<file path="src/rtl/fb_pkg.sv">
// Shared types and constants for the frame-buffer arbiter: pixel and address
// widths, the frame size, and the write-FIFO entry layout.
package fb_pkg;

  localparam int ADDR_W       = 17;
  localparam int DATA_W       = 8;
  localparam int FRAME_PIXELS = 76800;

  typedef logic [DATA_W-1:0] pixel_t;
  typedef logic [ADDR_W-1:0] fb_addr_t;

  typedef struct packed {
    fb_addr_t addr;
    pixel_t   data;
  } fb_wr_entry_t;

  localparam fb_addr_t LAST_ADDR = fb_addr_t'(FRAME_PIXELS - 1);

  // Sequential frame address with wrap after the last pixel of the frame.
  function automatic fb_addr_t next_addr(input fb_addr_t a);
    return (a == LAST_ADDR) ? '0 : a + fb_addr_t'(1);
  endfunction

endpackage

</file>
<file path="src/rtl/fb_arbiter_if.sv">
// Bundle of display-read, camera-write and BRAM signals around fb_arbiter.
// slave is the arbiter's view; master is the surrounding system's view.
interface fb_arbiter_if;
  import fb_pkg::*;

  logic     rd_req;
  fb_addr_t rd_addr;
  logic     rd_valid;
  pixel_t   rd_data;

  logic     wr_valid;
  logic     wr_sof;
  pixel_t   wr_data;

  logic     mem_en;
  logic     mem_we;
  fb_addr_t mem_addr;
  pixel_t   mem_wdata;
  pixel_t   mem_rdata;

  logic     fifo_full;

  modport slave (
    input  rd_req, rd_addr, wr_valid, wr_sof, wr_data, mem_rdata,
    output rd_valid, rd_data, mem_en, mem_we, mem_addr, mem_wdata, fifo_full
  );

  modport master (
    output rd_req, rd_addr, wr_valid, wr_sof, wr_data, mem_rdata,
    input  rd_valid, rd_data, mem_en, mem_we, mem_addr, mem_wdata, fifo_full
  );

endinterface

</file>
<file path="src/rtl/fb_wr_fifo.sv">
// Register-based synchronous FIFO of pending camera writes. A push while full
// is taken only when a pop happens in the same cycle; pop while empty is ignored.
module fb_wr_fifo
  import fb_pkg::*;
#(
  parameter int DEPTH = 8
) (
  input  logic         pclk,
  input  logic         rst_n,
  input  logic         i_push,
  input  logic         i_pop,
  input  fb_wr_entry_t i_entry,
  output fb_wr_entry_t o_head,
  output logic         o_full,
  output logic         o_empty
);

  localparam int PTR_W = $clog2(DEPTH);

  fb_wr_entry_t     r_mem [DEPTH];
  logic [PTR_W-1:0] r_wr_ptr;
  logic [PTR_W-1:0] r_rd_ptr;
  logic [PTR_W:0]   r_count;

  logic w_push;
  logic w_pop;

  assign o_full  = (r_count == (PTR_W+1)'(DEPTH));
  assign o_empty = (r_count == '0);
  assign o_head  = r_mem[r_rd_ptr];

  assign w_pop  = i_pop && !o_empty;
  assign w_push = i_push && (!o_full || w_pop);

  always_ff @(posedge pclk or negedge rst_n) begin
    if (!rst_n) begin
      for (int i = 0; i < DEPTH; i++) r_mem[i] <= '0;
      r_wr_ptr <= '0;
      r_rd_ptr <= '0;
      r_count  <= '0;
    end else begin
      if (w_push) begin
        r_mem[r_wr_ptr] <= i_entry;
        r_wr_ptr        <= r_wr_ptr + PTR_W'(1);
      end
      if (w_pop) begin
        r_rd_ptr <= r_rd_ptr + PTR_W'(1);
      end
      case ({w_push, w_pop})
        2'b10:   r_count <= r_count + (PTR_W+1)'(1);
        2'b01:   r_count <= r_count - (PTR_W+1)'(1);
        default: r_count <= r_count;
      endcase
    end
  end

endmodule

</file>
<file path="src/rtl/fb_arbiter.sv">
// Frame-buffer port arbiter: display reads always win, buffered camera writes
// drain into idle BRAM cycles. Optional FB_DROP_CNT_EN adds a dropped-pixel counter.
module fb_arbiter
  import fb_pkg::*;
#(
  parameter int FIFO_DEPTH = 8
) (
  input  logic               pclk,
  input  logic               rst_n,
  fb_arbiter_if.slave        bus
`ifdef FB_DROP_CNT_EN
  ,
  output logic [15:0]        drop_cnt
`endif
);

  fb_addr_t     r_wa;
  logic         r_mem_en;
  logic         r_mem_we;
  fb_addr_t     r_mem_addr;
  pixel_t       r_mem_wdata;
  logic         r_rd_valid;

  logic         w_full;
  logic         w_empty;
  logic         w_pop;
  logic         w_push;
  fb_wr_entry_t w_entry;
  fb_wr_entry_t w_head;

  // Reads take the port unconditionally; a write only pops when no read is asked.
  assign w_pop  = !bus.rd_req && !w_empty;
  assign w_push = bus.wr_valid && (!w_full || w_pop);

  assign w_entry.addr = bus.wr_sof ? '0 : r_wa;
  assign w_entry.data = bus.wr_data;

  fb_wr_fifo #(
    .DEPTH (FIFO_DEPTH)
  ) u_wr_fifo (
    .pclk    (pclk),
    .rst_n   (rst_n),
    .i_push  (bus.wr_valid),
    .i_pop   (w_pop),
    .i_entry (w_entry),
    .o_head  (w_head),
    .o_full  (w_full),
    .o_empty (w_empty)
  );

  // The address advances for every strobed pixel, dropped or not, to keep frame alignment.
  always_ff @(posedge pclk or negedge rst_n) begin
    if (!rst_n) begin
      r_wa <= '0;
    end else if (bus.wr_valid) begin
      r_wa <= bus.wr_sof ? next_addr('0) : next_addr(r_wa);
    end
  end

  always_ff @(posedge pclk or negedge rst_n) begin
    if (!rst_n) begin
      r_mem_en    <= 1'b0;
      r_mem_we    <= 1'b0;
      r_mem_addr  <= '0;
      r_mem_wdata <= '0;
      r_rd_valid  <= 1'b0;
    end else begin
      r_mem_en   <= bus.rd_req || w_pop;
      r_mem_we   <= w_pop;
      r_rd_valid <= r_mem_en && !r_mem_we;
      if (bus.rd_req) begin
        r_mem_addr <= bus.rd_addr;
      end else if (w_pop) begin
        r_mem_addr  <= w_head.addr;
        r_mem_wdata <= w_head.data;
      end
    end
  end

  assign bus.mem_en    = r_mem_en;
  assign bus.mem_we    = r_mem_we;
  assign bus.mem_addr  = r_mem_addr;
  assign bus.mem_wdata = r_mem_wdata;
  assign bus.rd_valid  = r_rd_valid;
  assign bus.rd_data   = bus.mem_rdata;
  assign bus.fifo_full = w_full;

`ifdef FB_DROP_CNT_EN
  logic        w_drop;
  logic        w_sof_taken;
  logic [15:0] r_drop_cnt;

  assign w_drop      = bus.wr_valid && !w_push;
  assign w_sof_taken = bus.wr_valid && bus.wr_sof && w_push;

  // A dropped sof pixel is counted against the frame it failed to start.
  always_ff @(posedge pclk or negedge rst_n) begin
    if (!rst_n) begin
      r_drop_cnt <= '0;
    end else if (w_sof_taken) begin
      r_drop_cnt <= '0;
    end else if (w_drop && (r_drop_cnt != 16'hFFFF)) begin
      r_drop_cnt <= r_drop_cnt + 16'd1;
    end
  end

  assign drop_cnt = r_drop_cnt;
`endif

endmodule

</file>
<file path="src/flat_wrapper.sv">
// flat-port wrapper written by rule: the top's interface ports become plain ports
module fb_arbiter_flat import fb_pkg::*;
#(
  parameter int FIFO_DEPTH = 8
)
  (pclk, rst_n, bus_rd_req, bus_rd_addr, bus_wr_valid, bus_wr_sof, bus_wr_data, bus_mem_rdata, bus_rd_valid, bus_rd_data, bus_mem_en, bus_mem_we, bus_mem_addr, bus_mem_wdata, bus_fifo_full);
  fb_arbiter_if bus_i ();
  input  logic pclk;
  input  logic rst_n;
  input wire logic [$bits(bus_i.rd_req)-1:0] bus_rd_req;
  input wire logic [$bits(bus_i.rd_addr)-1:0] bus_rd_addr;
  input wire logic [$bits(bus_i.wr_valid)-1:0] bus_wr_valid;
  input wire logic [$bits(bus_i.wr_sof)-1:0] bus_wr_sof;
  input wire logic [$bits(bus_i.wr_data)-1:0] bus_wr_data;
  input wire logic [$bits(bus_i.mem_rdata)-1:0] bus_mem_rdata;
  output wire logic [$bits(bus_i.rd_valid)-1:0] bus_rd_valid;
  output wire logic [$bits(bus_i.rd_data)-1:0] bus_rd_data;
  output wire logic [$bits(bus_i.mem_en)-1:0] bus_mem_en;
  output wire logic [$bits(bus_i.mem_we)-1:0] bus_mem_we;
  output wire logic [$bits(bus_i.mem_addr)-1:0] bus_mem_addr;
  output wire logic [$bits(bus_i.mem_wdata)-1:0] bus_mem_wdata;
  output wire logic [$bits(bus_i.fifo_full)-1:0] bus_fifo_full;
  assign bus_i.rd_req = bus_rd_req;
  assign bus_i.rd_addr = bus_rd_addr;
  assign bus_i.wr_valid = bus_wr_valid;
  assign bus_i.wr_sof = bus_wr_sof;
  assign bus_i.wr_data = bus_wr_data;
  assign bus_i.mem_rdata = bus_mem_rdata;
  assign bus_rd_valid = bus_i.rd_valid;
  assign bus_rd_data = bus_i.rd_data;
  assign bus_mem_en = bus_i.mem_en;
  assign bus_mem_we = bus_i.mem_we;
  assign bus_mem_addr = bus_i.mem_addr;
  assign bus_mem_wdata = bus_i.mem_wdata;
  assign bus_fifo_full = bus_i.fifo_full;
  fb_arbiter #(.FIFO_DEPTH(FIFO_DEPTH)) u_core (.pclk(pclk), .rst_n(rst_n), .bus(bus_i));
endmodule
</file>
<file path="config.mk">
export PLATFORM = sky130hd
export DESIGN_NAME = fb_arbiter_flat
export DESIGN_NICKNAME = d
export VERILOG_FILES = /design/src/rtl/fb_pkg.sv /design/src/rtl/fb_arbiter_if.sv /design/src/rtl/fb_wr_fifo.sv /design/src/rtl/fb_arbiter.sv /design/src/flat_wrapper.sv
export SDC_FILE = /design/constraint.sdc
export NUM_CORES = 1
export LEC_CHECK = 0
export BUFFER_PORTS_ARGS = -buffer_cell sky130_fd_sc_hd__buf_2
export CAP_MARGIN = 25
export CORE_ASPECT_RATIO = 0.9
export CORE_UTILIZATION = 51
export CTS_CLUSTER_DIAMETER = 40
export CTS_CLUSTER_SIZE = 14
export DETAILED_ROUTE_END_ITERATION = 8
export GPL_TIMING_DRIVEN = 0
export PLACE_DENSITY = 0.72
export SYNTH_ARGS = -nofsm -noshare
export SYNTH_HDL_FRONTEND = slang
export SYNTH_SLANG_ARGS = --single-unit
</file>
<file path="constraint.sdc">
create_clock -name pclk -period 2.7 [get_ports pclk]
set_input_delay 0.54 -clock pclk [delete_from_list [all_inputs] [get_ports pclk]]
set_output_delay 0.54 -clock pclk [all_outputs]
set_load 0.005 [all_outputs]
</file>
==> out/metrics.csv, run 1 <==
stage;metric;value;unit
run_status;status;finished clean;
grt;grt_overflow;0;
grt;grt_antenna_before_repair;0;
clocking;clk_root_buffer_cell;clkbuf_16;
floorplan;dieArea;23080;um^2
pwr;p_clk_frac;0.345;
run;maxCapViolations;0;
sta;setup_violations;0;
floorplan;start_util;0.5252;
logic_synthesis;ys.flop_type;dfrtp_1;
sta;worst_slew_pin_slew;1.001;ns
pwr;powerDensity;1026;nW/um^2
sta;holdWs;0.2726;ns
pwr;pwr-share-seq;0.381;
clocking;clock_sinks;255;
layout;drive_gt1_frac;0.2502;
clocking;cts_tree;done;
logic_synthesis;synth_top_area_frac;0.5567;
pwr;power_frac_comb;0.274;
routing;routed_wl;27.92;mm
critical_path;regToRegStartpoint;u_core.u_wr_fifo.r_count[1];
logic_synthesis;synth_most_common_cell;dfrtp_1;
worst_hold_path;min_from;bus_rd_addr[11];
logic_synthesis;yosysTopAreaCell;dfrtp_1;
sta;max-slew-margin-rel;0.3324;
floorplan;die_y;144.2;um
logic_synthesis;syn_inst;933;
pwr;leakage;0.005895;uW
sta;fin_skew;0.02872;ns
logic_synthesis;syn-num-nets;977;
sta;fin_ws;0.1158;ns
logic_synthesis;seq_area_frac_synth;0.5567;
clocking;clockBufferDepth;3;
floorplan;io_pins;75;
pwr;vdd_ir_drop_max;0.4183;mV
clocking;clk_latency;0.52;ns
logic_synthesis;synth_common_cells;255 x dfrtp_1, 165 x o21ai_0, 154 x nand2_1;
routing;wire_per_inst;20.50;um
critical_path;crit_path_end_kind;flop;
logic_synthesis;yosysWarningCount;0;
sta;slew_violations;0;
pwr;finalPower;13930;uW
layout;antenna_cells;0;
critical_path;worst-setup-path-type;reg2reg;
placed_design;gp_congestion;0.8167;
routing;ant_nets;0;
logic_synthesis;synthTopCellsByArea;dfrtp_1 56%, mux4_2 9.8%, o21ai_0 7.2%;
grt;grt_max_degree;115;
clocking;htree_levels;2;
logic_synthesis;syn_area;11460;um^2
sta;final_hold_viol_count;0;
layout;area_growth;18.47;%
pwr;switching_power;4344;uW
routing;dr.pass1.iters;5;
worst_hold_path;hold_class;in2reg;
grt;grt_pass1_wl;44.95;mm
critical_path;reg2reg_slack;0.12;ns
logic_synthesis;syn_avg_cell_area;12.29;um^2
placed_design;place_ws;-0.5246;ns
routing;drcViolationCount;0;
clocking;path_clk_slew;0.06;ns
logic_synthesis;synth_edf_count;0;
placed_design;place_hpwl;18.21;mm
grt;first_global_vias;8102;
sta;tns;0;ns
critical_path;startpoint;u_core.u_wr_fifo.r_count[1];
routing;drtIter0Drc;439;
critical_path;cp_data_required_time;3.11;ns
layout;fin_nets;1089;
sta;period_needed;2.584;ns
placed_design;port_buffers;65;
floorplan;row_count;51;
logic_synthesis;synth.distinct_cells;48;
clocking;cts-buffers-inserted;35;
critical_path;worstSetupStartpointType;flop;
pwr;swShare;0.3119;
sta;fin_crit_sh;0.9571;
grt;grtUsageTotal;0.2562;
routing;num_vias;7973;
logic_synthesis;ys_ff_latch;255;
critical_path;critPathArrivalTime;2.99;ns
floorplan;die_x;160.0;um
pwr;internal-power;9585;uW
floorplan;fp.coreArea;21820;um^2
layout;final_util;0.6222;
routing;vias_per_cell;5.854;
sta;fmaxAchievable;0.3870;GHz
logic_synthesis;synthArstFlopShare;1.000;
critical_path;crit_fanout;6;
-- final cells by class --
class | instances | area (um^2)
timing repair buffer | 76 | 464.2
clock buffer | 43 | 998.5
fill | 1676 | 8244
buffer | 69 | 399.1
multi-input combinational | 597 | 4687
sequential | 255 | 6384
tap | 291 | 364.1
inverter | 11 | 41.29
clock inverter | 20 | 241.5
-- repair_timing --
action                                  4_1_cts  5_1_grt
pin swaps                                     1        3
hold buffers                                  1        0
buffers inserted                              1        7
cloned                                        0        0
endpoints found under the setup margin        3        3
endpoints found under the hold margin        11        0
resized for setup                             4        9
-- worst paths after layout --
path	end	cells after the start
max	u_core.u_wr_fifo.r_count[2]	10
min	u_core.bus.mem_addr[11]	3
max reg2reg	u_core.u_wr_fifo.r_count[2]	10
min reg2reg	u_core.bus.rd_valid	1
max in group asynchronous	u_core.bus.mem_en	4
min in group asynchronous	u_core.u_wr_fifo.r_mem[102]	2
-- logic make-up (layout without fill, tap and decap cells) --
kind of cell	after synthesis	after routing	synth area share
multiplexers	142	142	0.1858
AO/OA/AOI/OAI	215	215	0.1156
adder cells (fa/ha/maj)	6	6	0.006549
XOR/XNOR	17	17	0.01299
buffers and inverters	81	219	0.03799
AND/OR/NAND/NOR	217	217	0.08438
flip-flops	255	255	0.5567
-- layout by cell type (no fill, tap or decap), types with 5 or more instances in the layout --
cell,instances
clkbuf_1,24
dfrtp_1,253
inv_1,10
mux4_2,50
a21oi_1,11
xnor2_1,12
a22oi_1,21
xor2_1,5
nand3_1,6
nand2b_1,22
o21ai_0,165
mux2_1,48
buf_4,15
clkinvlp_4,5
clkbuf_8,5
buf_6,9
nor2_1,7
buf_2,89
o2111ai_4,8
nand2_1,154
mux2i_1,26
mux2_2,18
clkbuf_16,37
-- metal layers --
metal / GRT usage / part of all wire
met4: 0.08271 / 0.020
met5: 0 / 0
met2: 0.4027 / 0.47
met1: 0.3628 / 0.45
met3: 0.04904 / 0.065
-- through the flow --
stage | area, um^2 | std cells
after floorplan | 11460 | 933
after global placement | 12150 | 1289
after detailed placement | 12220 | 1291
after CTS | 13490 | 1356
after global routing | 13580 | 1362
final | 13580 | 1362
-- critical path: stages, from the launching register on --
cell and delay [ns]:
dfrtp_2 0.45, or4b_4 0.62, buf_12 0.16, o21ai_4 0.26
ha_4 0.20, xor2_1 0.06, ha_1 0.17, a21oi_1 0.16
xor2_1 0.19, nor2_1 0.07, xor2_1 0.13
-- flip-flops by register name, indices dropped and copies added (netlist names) --
register                   count
u_core.bus.mem_addr           17
u_core.u_wr_fifo.r_wr_ptr      3
u_core.r_wa                   17
u_core.u_wr_fifo.r_count       4
u_core.u_wr_fifo.r_mem       200
u_core.u_wr_fifo.r_rd_ptr      3
u_core.bus.mem_wdata           8
u_core.bus.mem_we              1
u_core.bus.mem_en              1
u_core.bus.rd_valid            1
-- power by group through the flow --
stage	registers, uW	logic (uW)	clock network (uW)
finish	5310	3820	4810
detailed placement	5330	3710	0
floorplan	5190	2690	0
global placement	5280	3600	0
CTS	5290	3760	4850
global route	5420	4160	5010
(Power assumes the default switching activity.)
==> run 2: changes to the inputs <==
--- a/config.mk
+++ b/config.mk
@@ -5,15 +5,15 @@
 export SDC_FILE = /design/constraint.sdc
 export NUM_CORES = 1
 export LEC_CHECK = 0
-export BUFFER_PORTS_ARGS = -buffer_cell sky130_fd_sc_hd__buf_2
 export CAP_MARGIN = 25
 export CORE_ASPECT_RATIO = 0.9
 export CORE_UTILIZATION = 51
 export CTS_CLUSTER_DIAMETER = 40
 export CTS_CLUSTER_SIZE = 14
 export DETAILED_ROUTE_END_ITERATION = 8
+export DONT_BUFFER_PORTS = 1
 export GPL_TIMING_DRIVEN = 0
-export PLACE_DENSITY = 0.72
+export PLACE_DENSITY = 0.69
 export SYNTH_ARGS = -nofsm -noshare
 export SYNTH_HDL_FRONTEND = slang
 export SYNTH_SLANG_ARGS = --single-unit
==> run 2 against run 1 <==
  * The flow now finishes with violations (negative hold slack)
  * Setup slack lost 0.039 ns
  * Sequential share of layout area grew 1.5 points
  * First-iteration DRC count grew 38%
  * Clock power grew 3%
  * Core utilization shrank 2.0 points
  * Combinational power shrank 8.9%
  * Power shrank 1.4%
  * Count of clock-buffer cells in the layout is the same
  * Hold slack lost 0.54 ns
  * Fmax shrank 1.5%
  * Critical endpoint unchanged
==> out/metrics.csv, run 2 (same netlist as run 1, synthesis figures left out) <==
stage;metric;value;unit
routing;wl_met3;1.492;mm
critical_path;reg2reg_slack;0.08;ns
clocking;path_clk_slew;0.06;ns
layout;fin_nets;1016;
critical_path;critPathArrivalTime;3.00;ns
clocking;clk_root_buffer_cell;clkbuf_16;
routing;drcViolationCount;0;
routing;wire_per_inst;20.73;um
critical_path;ff2ff_path_depth;10;
placed_design;place_hpwl;17.45;mm
floorplan;io_pins;75;
layout;multiInputGateArea;4678;um^2
critical_path;worstSetupStartpointType;flop;
sta;final_hold_viol_count;255;
sta;fmaxAchievable;0.3812;GHz
pwr;leakage;0.005575;uW
routing;ant_nets;0;
grt;grt_pass1_wl;43.32;mm
placed_design;gp_congestion;0.7891;
clocking;clockBufferDepth;3;
sta;fin_skew;0.01433;ns
floorplan;dieArea;23080;um^2
sta;period_needed;2.624;ns
worst_hold_path;hold_class;in2async;
layout;final_area;13150;um^2
sta;setup_violations;0;
sta;slew_violations;0;
routing;vias_per_cell;5.881;
sta;worst_slew_pin_slew;1.006;ns
layout;drive_gt1_frac;0.1924;
layout;fillCellCount;1768;
run_status;failed_checks;negative hold slack;
routing;drtIter0Drc;604;
run;maxCapViolations;0;
clocking;cts_tree;done;
floorplan;die_y;144.2;um
sta;fin_crit_sh;0.9717;
clocking;clk_latency;0.52;ns
layout;final_common_cell;dfrtp_1;
floorplan;row_count;51;
routing;route.met2.wl;11.97;mm
sta;grt_setup_unrepaired;true;
clocking;clock_sinks;255;
layout;largest_reg_flops;200;
pwr;vdd_ir_drop_max;0.4865;mV
critical_path;crit_path_end_kind;flop;
critical_path;crit_fanout;10;
clocking;cts-buffers-inserted;35;
clocking;htree_levels;2;
layout;regMostFlops;u_core.u_wr_fifo.r_mem;
routing;num_vias;7580;
placed_design;place_ws;-0.5547;ns
floorplan;start_util;0.5252;
grt;first_global_vias;7714;
floorplan;fp.coreArea;21820;um^2
routing;m1WireLength;12.61;mm
critical_path;cp_data_required_time;3.08;ns
sta;tns;0;ns
grt;grtUsageTotal;0.2470;
layout;final_util;0.6026;
sta;holdWs;-0.2633;ns
pwr;powerDensity;1045;nW/um^2
routing;maxUsedRoutingLayer;met4;
layout;regArea;6381;um^2
layout;most-common-layout-cells;255 x dfrtp_1, 165 x o21ai_0, 154 x nand2_1;
run_status;status;complete, but fails checks;
layout;antenna_cells;0;
grt;grt_max_degree;256;
routing;routed_wl;26.72;mm
placed_design;port_buffers;0;
routing;dr.pass1.iters;5;
layout;area_growth;14.73;%
floorplan;die_x;160.0;um
grt;grt_overflow;0;
placed_design;postPlaceCellArea;11830;um^2
sta;fin_ws;0.07636;ns
grt;grt_antenna_before_repair;0;
sta;max-slew-margin-rel;0.3291;
critical_path;worst-setup-path-type;reg2reg;
-- run 2: cell count changes in the layout (fill, tap and decap cells not counted), sizes merged --
| cell | before | now |
|---|---|---|
| buf | 119 | 47 |
| inv | 14 | 16 |
| dlygate4sd3 | 1 | 0 |
| bufinv | 4 | 5 |
| clkinv | 8 | 5 |
-- run 2: layout make-up --
class                   count  area share
flip-flops and latches    255      0.4853
multi-input cells         597      0.3558
clock buffers              43     0.07593
plain buffers              69     0.02969
well taps                 291     0.02769
clock inverters            20     0.02084
inverters                  11    0.003140
repair buffers              3    0.001713
-- run 2: path summary, 6_finish.rpt --
check | end | startpoint
min in group pclk | u_core.u_wr_fifo.r_mem[5] | bus_wr_data[5]
worst min-delay path | u_core.u_wr_fifo.r_mem[127] | rst_n
worst max-delay path | u_core.u_wr_fifo.r_count[2] | u_core.u_wr_fifo.r_count[2]
max in group asynchronous | u_core.u_wr_fifo.r_count[2] | rst_n
worst max register to register | u_core.u_wr_fifo.r_count[2] | u_core.u_wr_fifo.r_count[2]
worst min register to register | u_core.bus.rd_valid | u_core.bus.mem_we
-- run 2: repair_timing --
item                                    in CTS  in global routing
pin swaps                                    1                  1
buffers inserted                             2                  1
endpoints found under the setup margin       3                  2
hold endpoints to repair                   255                255
gates resized for setup                      4                  2
gates cloned                                 0                  0
-- run 2: worst max-delay path: stages, from the launching register on --
cell,delay (ns)
dfrtp_1,0.45
or4b_4,0.62
buf_6,0.20
o21ai_4,0.27
ha_4,0.21
xor2_1,0.06
ha_1,0.18
a21oi_1,0.14
xor2_1,0.15
nor2_1,0.06
xor2_1,0.14
-- run 2: through the flow --
stage / cells / total power, uW
after floorplan: 933 / 7879
after global placement: 1224 / 8706
after detailed placement: 1224 / 8844
after CTS: 1289 / 13820
after global routing: 1289 / 14370
final: 1289 / 13740
-- run 2: layer usage --
| layer | track usage | vias up |
|---|---|---|
| li1 | - | 3414 |
| met1 | 0.3602 | 3894 |
| met2 | 0.3776 | 224 |
| met3 | 0.03986 | 48 |
| met4 | 0.08672 | 0 |
| met5 | 0 | - |
-- run 2: where the power goes --
part / total [uW] / switching [uW] / internal (uW) / leakage, uW
clock network: 4950 / 1800 / 3150 / 0.000611
registers: 5300 / 562 / 4740 / 0.00335
logic: 3480 / 1820 / 1660 / 0.00161
total: 13700 / 4190 / 9550 / 0.00558
